$ cat src/rtl/uart_tx_feeder.sv
`default_nettype none
// ============================================================================
// Module   : uart_tx_feeder
// Purpose  : Byte FIFO plus launch sequencer placed directly in front of a
//            UART transmitter. Host bytes are queued on i_Wr_DV. They are
//            issued one at a time as a one-cycle o_TX_DV pulse. The next byte
//            is not issued until the transmitter reports i_TX_Done.
// Ports    : i_Clock      - single clock, rising edge
//            i_Rst        - synchronous active-high reset
//            i_Wr_DV      - write strobe, one byte per cycle
//            i_Wr_Byte    - byte to enqueue
//            o_Full       - FIFO holds DEPTH bytes
//            o_Empty      - FIFO holds no bytes
//            o_Count      - bytes stored (excludes the byte in flight)
//            o_Overflow   - one-cycle pulse when a write was dropped
//            o_TX_DV      - one-cycle launch pulse to the transmitter
//            o_TX_Byte    - launched byte, held until the next launch
//            i_TX_Active  - transmitter busy
//            i_TX_Done    - transmitter completion pulse
//            o_Busy       - sequencer not idle or bytes still queued
// Revision : 1.0 - initial release
// ============================================================================
module uart_tx_feeder #(
  parameter  int DEPTH = 16,
  localparam int CW    = $clog2(DEPTH) + 1
) (
  input  logic          i_Clock,
  input  logic          i_Rst,
  input  logic          i_Wr_DV,
  input  logic [7:0]    i_Wr_Byte,
  output logic          o_Full,
  output logic          o_Empty,
  output logic [CW-1:0] o_Count,
  output logic          o_Overflow,
  output logic          o_TX_DV,
  output logic [7:0]    o_TX_Byte,
  input  logic          i_TX_Active,
  input  logic          i_TX_Done,
  output logic          o_Busy
);

  localparam int              c_AW       = $clog2(DEPTH);
  localparam logic [c_AW-1:0] c_PTR_ONE  = 1;
  localparam logic [CW-1:0]   c_CNT_ONE  = 1;
  localparam logic [CW-1:0]   c_CNT_FULL = DEPTH[CW-1:0];

  typedef enum logic [1:0] {
    S_IDLE      = 2'd0,
    S_WAIT_DONE = 2'd1,
    S_GAP       = 2'd2
  } state_t;

  state_t          r_state;
  state_t          w_next_state;
  logic            w_launch;
  logic            w_wr_ok;
  logic            w_full;
  logic            w_empty;
  logic [c_AW-1:0] r_wr_ptr;
  logic [c_AW-1:0] r_rd_ptr;
  logic [CW-1:0]   r_count;
  logic            r_overflow;
  logic            r_tx_dv;
  logic [7:0]      r_tx_byte;
  logic [7:0]      r_mem [DEPTH];

  // Flags come from the registered count, so a write arriving while full is
  // dropped even if a pop happens on the same edge.
  assign w_full  = (r_count == c_CNT_FULL);
  assign w_empty = (r_count == '0);
  assign w_wr_ok = i_Wr_DV && !w_full;

  // State register
  always_ff @(posedge i_Clock) begin
    if (i_Rst) begin
      r_state <= S_IDLE;
    end else begin
      r_state <= w_next_state;
    end
  end

  // Next state and launch decision. GAP spends one cycle covering the
  // transmitter's cleanup cycle, then may launch directly without passing
  // through IDLE.
  always_comb begin
    w_next_state = r_state;
    w_launch     = 1'b0;
    case (r_state)
      S_IDLE, S_GAP: begin
        if (!w_empty && !i_TX_Active) begin
          w_launch     = 1'b1;
          w_next_state = S_WAIT_DONE;
        end else begin
          w_next_state = S_IDLE;
        end
      end
      S_WAIT_DONE: begin
        if (i_TX_Done) begin
          w_next_state = S_GAP;
        end
      end
      default: w_next_state = S_IDLE;
    endcase
  end

  // FIFO storage is intentionally not reset; the pointers define validity.
  always_ff @(posedge i_Clock) begin
    if (w_wr_ok) begin
      r_mem[r_wr_ptr] <= i_Wr_Byte;
    end
  end

  always_ff @(posedge i_Clock) begin
    if (i_Rst) begin
      r_wr_ptr   <= '0;
      r_rd_ptr   <= '0;
      r_count    <= '0;
      r_overflow <= 1'b0;
      r_tx_dv    <= 1'b0;
      r_tx_byte  <= 8'h00;
    end else begin
      r_overflow <= i_Wr_DV && w_full;
      r_tx_dv    <= w_launch;

      if (w_wr_ok) begin
        r_wr_ptr <= r_wr_ptr + c_PTR_ONE;
      end

      if (w_launch) begin
        r_tx_byte <= r_mem[r_rd_ptr];
        r_rd_ptr  <= r_rd_ptr + c_PTR_ONE;
      end

      // An accepted write and a pop on the same edge leave the count unchanged
      case ({w_wr_ok, w_launch})
        2'b10:   r_count <= r_count + c_CNT_ONE;
        2'b01:   r_count <= r_count - c_CNT_ONE;
        default: r_count <= r_count;
      endcase
    end
  end

  assign o_Full     = w_full;
  assign o_Empty    = w_empty;
  assign o_Count    = r_count;
  assign o_Overflow = r_overflow;
  assign o_TX_DV    = r_tx_dv;
  assign o_TX_Byte  = r_tx_byte;
  assign o_Busy     = (r_state != S_IDLE) || !w_empty;

endmodule
`default_nettype wire

$ cat config.mk
export PLATFORM = sky130hd
export DESIGN_NAME = uart_tx_feeder
export DESIGN_NICKNAME = d
export VERILOG_FILES = /design/src/rtl/uart_tx_feeder.sv
export SDC_FILE = /design/constraint.sdc
export NUM_CORES = 1
export LEC_CHECK = 0
export ABC_AREA = 1
export CORE_MARGIN = 2
export CORE_UTILIZATION = 40
export CTS_BUF_LIST = sky130_fd_sc_hd__clkbuf_16
export DETAILED_ROUTE_END_ITERATION = 6
export GPL_TIMING_DRIVEN = 1
export PLACE_DENSITY = 0.55
export RECOVER_POWER = 100
export SLEW_MARGIN = 5
export SYNTH_ARGS = -nofsm -noshare
export SYNTH_HDL_FRONTEND = slang
export SYNTH_SLANG_ARGS = --single-unit
$ cat constraint.sdc
create_clock -name i_Clock -period 2 [get_ports i_Clock]
set_input_delay 0.3 -clock i_Clock [delete_from_list [all_inputs] [get_ports i_Clock]]
set_output_delay 0.3 -clock i_Clock [all_outputs]
set_load 0.01 [all_outputs]
# Word level (Yosys, flattened, before mapping)
# Memory sizes are Yosys's and may differ from the RTL's. A register that Yosys moved wholly into a read port is not among the register bits.
# Cells that the tools add are included.
# W data, S select, Z words.
[classes]
add_sub_neg = 4
n_eq_ne = 6
mux = 8
n_reduce_logical = 12
[op_table]
columns = ["operator", "n"]
rows = [
  ["$pmux W5 S2", 1],
  ["$add A4 B1 Y4 const B", 2],
  ["$add A5 B1 Y5 const B", 1],
  ["$eq A5 B5 Y1 const B", 1],
  ["$logic_not A5 Y1", 1],
  ["$mux W1", 5],
  ["$sub A5 B1 Y5 const B", 1],
  ["$eq A2 B1 Y1 const B", 2],
  ["$eq A2 B2 Y1 const B", 2],
  ["$pmux W2 S2", 1],
  ["$reduce_bool A2 Y1", 2],
  ["$logic_and A1 B1 Y1", 3],
  ["$logic_not A1 Y1", 3],
  ["$logic_not A2 Y1", 1],
  ["$mux W2", 1],
  ["$ne A2 B2 Y1 const B", 1],
  ["$reduce_or A2 Y1", 1],
  ["$logic_or A1 B1 Y1", 1],
]
[word_totals]
register_bits = 17
ramBits = 128
in_bits = 13
output_inout_bits = 18
elab_cells = 37
mem_count = 1
[mem_list]
columns = ["name", "words", "word_bits", "rd", "rd_clocked_by_memory_dff", "write_ports", "line", "rtl"]
rows = [
  ["r_mem", 16, 8, 1, 1, 1, "65", "logic [7:0] r_mem [DEPTH];"],
]

# Logic depth before layout (Yosys ltp)
# Gate-level depths: netlist of run 1.
[logic_depth]
depth_word = 7
ltp_mapped = 16

# Worst setup path after synthesis of run 1
# Ideal clock, no wire load.
[synth_timing]
path_type = "reg2reg"
start = "reg r_count[0] (netlist: o_Count[0])"
end = "reg r_count[4] (netlist: o_Count[4])"
arrival_ps = 1996
setup_slack_ps = -128
stages_incl_launch_ff = 17
period_less_slack_ps = 2128
cell_sequence = "dfxtp_1 -> nor2_2 -> nand4_1 -> nand2_2 -> inv_2 -> buf_4 -> ha_1 -> xor2_1 -> ha_1 -> inv_1 -> nand2_1 -> nand3_1 -> nand2_1 -> nand2_1 -> nand2_1 -> nand2_1 -> a21oi_1"
[synth_via]
elab_chain_len = 7
word_cells_on_any_way = 14
cone_classes = "add/sub (2); eq/ne (3); mux (3); reduce/logical (6)"
[synth_rtl]
columns = ["element", "line", "rtl"]
rows = [
  ["from (decl)", "61", "logic [CW-1:0] r_count;"],
  ["from (signal assigned)", "136", "2'b10: r_count <= r_count + c_CNT_ONE;"],
  ["from (signal assigned)", "137", "2'b01: r_count <= r_count - c_CNT_ONE;"],
  ["from (signal assigned)", "138", "default: r_count <= r_count;"],
  ["$logic_not A5 Y1 (*)", "70", "assign w_empty = (r_count == '0);"],
  ["$logic_not A1 Y1 (*)", "90", "if (!w_empty && !i_TX_Active) begin"],
  ["$logic_and A1 B1 Y1 (*)", "90", ""],
  ["$mux W1 (*)", "90", ""],
  ["$mux W1 (*)", "88", "case (r_state)"],
  ["net w_launch", "55", "logic w_launch;"],
  ["$eq A2 B1 Y1 or $eq A2 B2 Y1 (tied branches)", "135", "case ({w_wr_ok, w_launch})"],
  ["$pmux W5 S2 or $reduce_bool A2 Y1 (tied branches)", "n/a", ""],
]
# Mark *: on every way through the listed nets, which the timed path passes. The rest lies on a longest branch.
# A chain may end at the register's enable or synchronous reset.

# Final worst setup path of run 1
[layout_timing]
start = "reg r_count[0] (netlist: o_Count[0])"
end = "reg r_count[4] (netlist: o_Count[4])"
[layout_via]
elab_chain_len = 7
word_cells_on_any_way = 14
cone_classes = "add/sub (2); eq/ne (3); mux (3); reduce/logical (6)"
[layout_rtl]
columns = ["element", "line"]
rows = [
  ["$logic_not A5 Y1", "70"],
  ["$logic_not A1 Y1", "90"],
  ["$logic_and A1 B1 Y1", "90"],
  ["$mux W1", "90"],
  ["$mux W1", "88"],
  ["$eq A2 B1 Y1 or $eq A2 B2 Y1 (tied branches)", "135"],
  ["$pmux W5 S2 or $reduce_bool A2 Y1 (tied branches)", "n/a"],
]
# Parallel ways exist; a longest one is shown, timed or not.

==> impl_metrics.ini, run 1 <==
[setup_path]
crit_required_ps = 2350
slowest_delay_ps = 340
r2r_setup_slack_ps = 30
reg2reg_from = o_Count[0]
cp_max_fo = 4
cp_cell_sequence = nor2_4 -> nand4_1 -> nand2_2 -> inv_4 -> ha_4 -> xor2_2 -> ha_2 -> inv_2 -> nand2_2 -> nand3_2 -> nand2_1 -> nand2_1 -> nand2_1 -> nand2_1 -> a21oi_1
startpoint = o_Count[0]
reg2reg_to = o_Count[4]
crit_type = flip-flop to flip-flop
arrival_ps = 2320
crit_path_frequent_cell = nand2_1
r2r_cells = 15
end_kind = flip-flop
start_kind = flip-flop
cp_slowest_cell = dfxtp_2
crit_path_end = o_Count[4]

[layout]
postLayoutCellArea_sq_um = 8048
layout-drive-gt1-share = 0.1073
syn_to_final_growth_pct = 19.58
fillers = 1521
diodes = 0
register_area_sq_um = 4354
instances_no_fill = 984
nNetsFinal = 773
multi_input_area_sq_um = 1868

[clocking]
insertion_delay_ps = 420
cts.sinks = 153
cts_tree = done
cts_hold_buffers = 0
cts_buffers = 17
h-tree-depth = 4
cts-root-buf = clkbuf_16
clkSlewWorstSetupHoldPaths_ps = 60
clock_path_buffers = 2

[synthesis]
synth-edff-count = 128
async_flop_share = 0
ys_seq_area_frac = 0.6455
ys_types = 26
postSynthCellCount = 690
synth_top_flop_cell = edfxtp_1
synthesis.area_sq_um = 6730
yosys_warnings = 0
syn_area_per_cell_sq_um = 9.754
yosys_register_bits = 153
syn-num-nets = 712

[detailed_routing]
post_drt_via_cell_ratio = 4.645
drc = 0
wire_per_inst_microns = 14.97
drtAntennaViolNets = 0
detail_route.first_pass.iterations = 4
drt-initial-drc-count = 402
wirelength_mm = 14.73
vias = 4571

[power_and_ir_drop]
ir_drop_v = 0.0006518
p_total_mw = 9.750
pwr-share-seq = 0.391
leakagePower_nw = 3.391
internal_power_mw = 6.594
pwr-share-comb = 0.299
p_clk_frac = 0.310
powerDensity_nw_per_um2 = 1212
p_sw_frac = 0.3237
power_switching_mw = 3.156

[die]
die_y_microns = 133.7
rows = 47
fp.coreArea_sq_um = 16520
io_pins = 31
die_w_microns = 133.7
start_util = 0.4073
die_area_sq_um = 17880

[placed_design]
place_inst = 948
gp_congestion = 0.8655
dp_hpwl_mm = 9.931
port_buffers = 30
placed_area_sq_um = 7445

[sta]
worst_pin_slew_ps = 898.0
clock_skew_ps = 6.889
setup_violations = 0
slew_headroom = 0.4013
finalMaxSlewViolations = 0
fin_crit_ps = 1970
fin_crit_sh = 0.9848
rsz0062_at_grt = true
max_freq_mhz = 507.7
hold_violations = 0

[run_status]
outcome = completed

[global_routing]
grt_usage = 0.1765
antenna_found_initial = 0
grt_pass1_wl_mm = 23.75
grt_pass1_vias = 4374
grt_start_max_net_pins = 67
grt_overflow = 0

[min_path]
hold_path_class = input port to flip-flop

[run]
cap_violations = 0
## metal layers
layer | GRT usage | share of wire | vias up
met5 | 0 | 0 | -
met1 | 0.2476 | 0.48 | 2125
met4 | 0.07151 | 0.023 | 0
li1 | - | - | 2342
met3 | 0.03425 | 0.036 | 18
met2 | 0.2704 | 0.46 | 86
## synthesized netlist by cell type, types with 3 or more instances
library cell / number / area, sq um
a21oi_1: 12 / 60.06
buf_2: 12 / 60.06
buf_4: 9 / 67.56
buf_6: 5 / 56.30
dfxtp_1: 25 / 500.5
edfxtp_1: 128 / 3844
ha_1: 9 / 112.6
inv_1: 93 / 349.1
inv_2: 3 / 11.26
nand2_1: 232 / 870.8
nand3_1: 96 / 480.5
nor2_1: 40 / 150.1
o21ai_0: 6 / 30.03
xor2_1: 5 / 43.79
## cell type report
class,count,share of cell area
multi-input cells,410,0.2321
flip-flops and latches,153,0.5410
clock inverters,15,0.01710
repair buffers,71,0.07665
inverters,98,0.04602
well taps,220,0.03420
clock buffers,17,0.05286
## registers in the layout (all words and copies together) (netlist names)
register and cells:
r_mem 128, o_TX_Byte 8, o_Count 5, r_rd_ptr 4, r_wr_ptr 4, r_state 2
o_Overflow 1, o_TX_DV 1
## through the flow
step	worst slack (ps)	TNS (ps)	utilization	hold slack (ps)
after floorplan	2.585	0	-	398.9
after global placement	-129.5	-160.5	0.4505	433.2
after detailed placement	-177.9	-292.4	0.4505	459.8
after CTS	4.328	0	0.4861	425.0
after global routing	-119.6	-222.8	0.4870	456.3
final	30.36	0	0.4870	446.1
## cell families after synthesis
| family | after synthesis | synth area share |
|---|---|---|
| buffers and inverters | 127 | 0.08366 |
| AOI/OAI and AO/OA | 20 | 0.01562 |
| xor gates and xnor gates | 6 | 0.007808 |
| DFF | 153 | 0.6455 |
| adders and majority gates | 9 | 0.01673 |
| and+or+nand+nor | 375 | 0.2307 |
## power by group through the flow
stage	clock network, mW	registers (mW)	logic (mW)
after floorplan	0	3.90	1.83
after CTS	3.10	3.81	2.90
after detailed placement	0	3.87	2.88
final	3.03	3.81	2.91
after global placement	0	3.86	2.86
after global routing	3.24	3.84	3.29
## how the worst min path moves through the flow
stage                  from  cells after the start          end
6_report          i_TX_Done                      3   r_state[1]
5_1_grt             i_Wr_DV                      3   o_Overflow
4_1_cts           i_TX_Done                      3   r_state[1]
3_5_place_dp     r_state[1]                      1   r_state[1]
3_3_place_gp     r_state[1]                      1   r_state[1]
2_1_floorplan  i_Wr_Byte[0]                      0  r_mem[0][0]
## cells in the final DEF (no fill, tap or decap), types with 7 or more instances in the layout
| master | netlist | final |
|---|---|---|
| inv_1 | 93 | 93 |
| clkdlybuf4s50_1 | 0 | 20 |
| nor2_1 | 40 | 40 |
| clkbuf_16 | 0 | 17 |
| clkbuf_1 | 1 | 7 |
| buf_4 | 9 | 31 |
| nand3_1 | 96 | 95 |
| nand2_1 | 232 | 232 |
| edfxtp_1 | 128 | 128 |
| dlygate4sd3_1 | 0 | 8 |
| a21oi_1 | 12 | 12 |
| dfxtp_1 | 25 | 19 |
## what timing repair did
action / 4_1_cts / 5_1_grt
buffers inserted: 1 / 3
setup endpoints to repair: 4 / 4
pin swaps: 2 / 10
cloned: 0 / 0
gates resized for setup: 5 / 10
## worst max-delay path, delay by kind of cell (launching register included)
family / cells / cell delay [ps]
AND/OR/NAND/NOR: 9 / 760
AO/OA/AOI/OAI: 1 / 130
flip-flops: 1 / 340
buffers and inverters: 2 / 80
adder cells (fa/ha/maj): 2 / 380
XOR/XNOR: 1 / 200
Note: power is estimated with default switching activity, not from simulation.
==> run 2, diff against run 1 <==
--- a/config.mk
+++ b/config.mk
@@ -17,3 +17,4 @@
 export SYNTH_ARGS = -nofsm -noshare
 export SYNTH_HDL_FRONTEND = slang
 export SYNTH_SLANG_ARGS = --single-unit
+export TNS_END_PERCENT = 5
==> impl_metrics.ini, run 2 (synthesized netlist as in run 1, its figures left out) <==
[run_status]
outcome = completed

[die]
die_w_microns = 133.7
fp.coreArea_sq_um = 16520
die_area_sq_um = 17880
start_util = 0.4073
die_y_microns = 133.7
rows = 47
io_pins = 31

[placed_design]
dp_hpwl_mm = 9.931
gp_congestion = 0.8655
place_inst = 948
pre_cts_ws_ps = -177.9
port_buffers = 30

[setup_path]
cp_max_fo = 4
cp_slowest_cell = dfxtp_2
crit_path_frequent_cell = nand2_1
path_delay_family = simple AND/OR/NAND/NOR gates
end_kind = flip-flop
crit_required_ps = 2350
slowest_delay_ps = 340
crit_type = flip-flop to flip-flop
start_kind = flip-flop
arrival_ps = 2300
cp_cell_sequence = nor2_4 -> nand4_1 -> nand2_2 -> inv_4 -> ha_4 -> xor2_2 -> ha_1 -> inv_1 -> nand2_2 -> nand3_2 -> nand2_1 -> nand2_1 -> nand2_1 -> nand2_1 -> a21oi_1
crit_buf_inv = 2

[sta]
fin_crit_sh = 0.9737
fin_crit_ps = 1947
holdWs_ps = 446.0
worst_pin_slew_ps = 897.5
setup_slack_ps = 52.58
max_freq_mhz = 513.5
clock_skew_ps = 6.921
rsz0062_at_grt = true
finalMaxSlewViolations = 0
slew_headroom = 0.4017
setup_violations = 0
hold_violations = 0

[layout]
top_register = r_mem
multi_input_area_sq_um = 1868
layout_common_cells = nand2_1 (231), edfxtp_1 (128), nand3_1 (95)
syn_to_final_growth_pct = 19.46
nNetsFinal = 771
largest_reg_flops = 128
instances_no_fill = 982
register_area_sq_um = 4354
layout-drive-gt1-share = 0.1063
mostFrequentLayoutCell = nand2_1
diodes = 0
fillers = 1521

[global_routing]
grt_pass1_wl_mm = 23.69
grt_start_max_net_pins = 67
grt_pass1_vias = 4368
grt_usage = 0.1761
grt_util_met1 = 0.2471
grt_use_met2 = 0.2695
grt_overflow = 0
use_met3 = 0.03425
top_usage_layer = met2
antenna_found_initial = 0

[clocking]
h-tree-depth = 4
cts_tree = done
cts-root-buf = clkbuf_16
clkSlewWorstSetupHoldPaths_ps = 60
insertion_delay_ps = 420
clock_path_buffers = 2
cts.sinks = 153
cts_buffers = 17

[power_and_ir_drop]
powerDensity_nw_per_um2 = 1212
leakagePower_nw = 3.390
ir_drop_v = 0.0006524

[detailed_routing]
detail_route.first_pass.iterations = 4
wirelength_mm = 14.75
wire_per_inst_microns = 15.02
drt-initial-drc-count = 411
post_drt_via_cell_ratio = 4.663
vias = 4579
drtAntennaViolNets = 0
drc = 0

[run]
cap_violations = 0

[min_path]
hold_path_class = input port to flip-flop
-- run 2: cell count changes in the layout (fill, tap and decap cells not counted), sizes merged --
| cell | change |
|---|---|
| clkbuf | -2 |
-- run 2: layout make-up --
| class | count | share of cell area |
|---|---|---|
| Inverter | 98 | 0.04606 |
| Timing Repair Buffer | 69 | 0.07579 |
| Tap cell | 220 | 0.03424 |
| Multi-Input combinational cell | 410 | 0.2323 |
| Clock buffer | 17 | 0.05291 |
| Sequential cell | 153 | 0.5416 |
| Clock inverter | 15 | 0.01712 |
-- run 2: metal layers --
| metal | vias up | part of all wire |
|---|---|---|
| met2 | 80 | 0.46 |
| met3 | 18 | 0.030 |
| met1 | 2142 | 0.49 |
| met5 | - | 0 |
| li1 | 2339 | - |
| met4 | 0 | 0.023 |
-- run 2: worst paths after layout --
path / endpoint / slack (ps) / cells past startpoint / from
max: o_Count[4] / 50 / 15 / o_Count[0]
min: r_state[1] / 450 / 3 / i_TX_Done
max reg2reg: o_Count[4] / 50 / 15 / o_Count[0]
min reg2reg: r_state[1] / 460 / 1 / r_state[1]
-- run 2: timing repair --
action                     4_1_cts  5_1_grt
setup endpoints to repair        4        4
buffers inserted                 0        2
hold endpoints to repair         0        0
gates resized for setup          3       11
pin swaps                        1        7
hold buffers                     0        0
-- run 2: worst min-delay path, cell delays in order --
cell	delay [ps]
clkdlybuf4s50_1	400
inv_1	70
nor4_1	50
-- run 2: power by group --
part	internal (mW)	leakage, nW	switching (mW)	total [mW]
Clock	1.81	0.266	1.22	3.03
Sequential	3.68	1.36	0.137	3.81
Combinational	1.10	1.76	1.80	2.90
-- run 2: stage by stage --
step / total power [mW] / area [sq um] / TNS (ps) / utilization
finish: 9.741 / 8040 / 0 / 0.4866
global route: 10.35 / 8040 / -165.8 / 0.4866
CTS: 9.774 / 8005 / -25.81 / 0.4844
detailed placement: 6.751 / 7445 / -292.4 / 0.4505
global placement: 6.717 / 7445 / -160.5 / 0.4505
floorplan: 5.723 / 6748 / 0 / -
==> run 3, diff against run 2 <==
--- a/config.mk
+++ b/config.mk
@@ -7,11 +7,12 @@
 export LEC_CHECK = 0
 export ABC_AREA = 1
 export CORE_MARGIN = 2
-export CORE_UTILIZATION = 40
+export CORE_UTILIZATION = 39
 export CTS_BUF_LIST = sky130_fd_sc_hd__clkbuf_16
+export CTS_CLUSTER_DIAMETER = 120
 export DETAILED_ROUTE_END_ITERATION = 6
 export GPL_TIMING_DRIVEN = 1
-export PLACE_DENSITY = 0.55
+export PLACE_DENSITY = 0.54
 export RECOVER_POWER = 100
 export SLEW_MARGIN = 5
 export SYNTH_ARGS = -nofsm -noshare
==> impl_metrics.ini, run 3 (synthesized netlist as in run 1, its figures left out) <==
[die]
die_w_microns = 135.4
rows = 48
die_y_microns = 135.4
start_util = 0.3946
io_pins = 31
die_area_sq_um = 18320
fp.coreArea_sq_um = 17060

[sta]
slew_headroom = 0.3827
fin_crit_sh = 0.9600
rsz0062_at_grt = true
max_freq_mhz = 520.8
holdWs_ps = 435.4
tns_ps = 0
setup_violations = 0
fin_crit_ps = 1920
hold_violations = 0
worst_pin_slew_ps = 925.9
clock_skew_ps = 7.254
setup_slack_ps = 79.91
finalMaxSlewViolations = 0

[detailed_routing]
drt-initial-drc-count = 242
wirelength_mm = 15.20
vias = 4635
post_drt_via_cell_ratio = 4.682
drc = 0
detail_route.first_pass.iterations = 5
wire_per_inst_microns = 15.35
drtAntennaViolNets = 0

[clocking]
insertion_delay_ps = 420
cts_buffers = 17
cts-root-buf = clkbuf_16
clkSlewWorstSetupHoldPaths_ps = 60
cts_tree = done
h-tree-depth = 4
cts.sinks = 153
clock_path_buffers = 2

[power_and_ir_drop]
ir_drop_v = 0.0007449
pwr-share-comb = 0.302
p_clk_frac = 0.305
p_total_mw = 9.651
internal_power_mw = 6.391
pwr-share-seq = 0.393
leakagePower_nw = 3.401
power_switching_mw = 3.261
powerDensity_nw_per_um2 = 1198
p_sw_frac = 0.3378

[global_routing]
use_met3 = 0.03479
grt_pass1_vias = 4549
grt_use_met2 = 0.2879
grt_usage = 0.1807
grt_pass1_wl_mm = 24.27
grt_util_met1 = 0.2342
antenna_found_initial = 0
top_usage_layer = met2
grt_overflow = 0
grt_start_max_net_pins = 38

[setup_path]
start_kind = flip-flop
end_kind = output pin
reg2reg_from = o_Count[0]
crit_path_end = o_Full
startpoint = o_Count[2]
cp_max_fo = 4
reg2reg_to = o_Count[4]
r2r_cells = 15
crit_type = flip-flop to output pin
crit_required_ps = 1700
arrival_ps = 1620
r2r_setup_slack_ps = 130

[placed_design]
gp_congestion = 0.8703
dp_hpwl_mm = 10.34
pre_cts_ws_ps = -124.3
port_buffers = 30

[layout]
layout_common_cells = nand2_1 (231), edfxtp_1 (128), nand3_1 (95)
fin_util = 0.4723
mostFrequentLayoutCell = nand2_1
layout-drive-gt1-share = 0.1203
largest_reg_flops = 128
fillers = 1607
diodes = 0
top_register = r_mem
syn_to_final_growth_pct = 19.71
nNetsFinal = 774

[min_path]
hold_path_class = input port to flip-flop

[run_status]
outcome = completed

[run]
cap_violations = 0
## run 3: changes by cell type in the layout (fill, tap and decap cells not counted), moves of 2 or more
cell and change:
dlygate4sd2_1 -2, clkinv_1 -2, inv_6 +2, inv_1 -4
clkinv_4 +4, dlymetal6s2s_1 +2, bufinv_16 -2, buf_4 +2
## run 3: power groups by stage
| stage | registers, mW | clock network (mW) | logic [mW] |
|---|---|---|---|
| floorplan | 3.90 | 0 | 1.83 |
| global placement | 3.85 | 0 | 2.86 |
| detailed placement | 3.85 | 0 | 2.87 |
| CTS | 3.79 | 3.00 | 2.88 |
| global route | 3.82 | 3.15 | 3.28 |
| finish | 3.80 | 2.94 | 2.91 |
## run 3: cell type report
class	instances	area [sq um]	share of cell area
inverter	98	372.9	0.04628
tap	225	281.5	0.03494
timing repair buffer	72	626.9	0.07781
sequential	153	4352	0.5401
clock inverter	15	120.1	0.01491
clock buffer	17	425.4	0.05280
multi-input combinational	410	1878	0.2331
## run 3: worst min-delay path by stage
stage | start | end | slack, ps | cells past startpoint
finish | i_TX_Done | r_state[1] | 440 | 3
global route | i_TX_Done | r_state[1] | 420 | 3
CTS | i_TX_Done | r_state[1] | 410 | 3
detailed placement | r_state[1] | r_state[1] | 470 | 1
global placement | r_state[1] | r_state[1] | 440 | 1
floorplan | i_Wr_Byte[0] | r_mem[0][0] | 400 | 0
## run 3: what timing repair did
action,4_1_cts,5_1_grt
pin swaps,0,7
endpoints found under the setup margin,2,6
hold buffers,0,0
resized for setup,1,18
setup buffers,0,1
## run 3: per-stage QoR
step / instances / area [sq um]
floorplan: 690 / 6748
global placement: 957 / 7468
detailed placement: 957 / 7468
CTS: 989 / 8014
global route: 990 / 8056
finish: 990 / 8056
## run 3: per-layer routing
layer	vias up	part of all wire
li1	2345	-
met1	2140	0.45
met2	114	0.47
met3	36	0.046
met4	0	0.038
met5	-	0
## run 3: worst max-delay path, stage by stage (launching register included)
cell,delay [ps]
dfxtp_2,350
inv_4,70
nand4_2,160
inv_1,90
clkdlybuf4s50_1,530
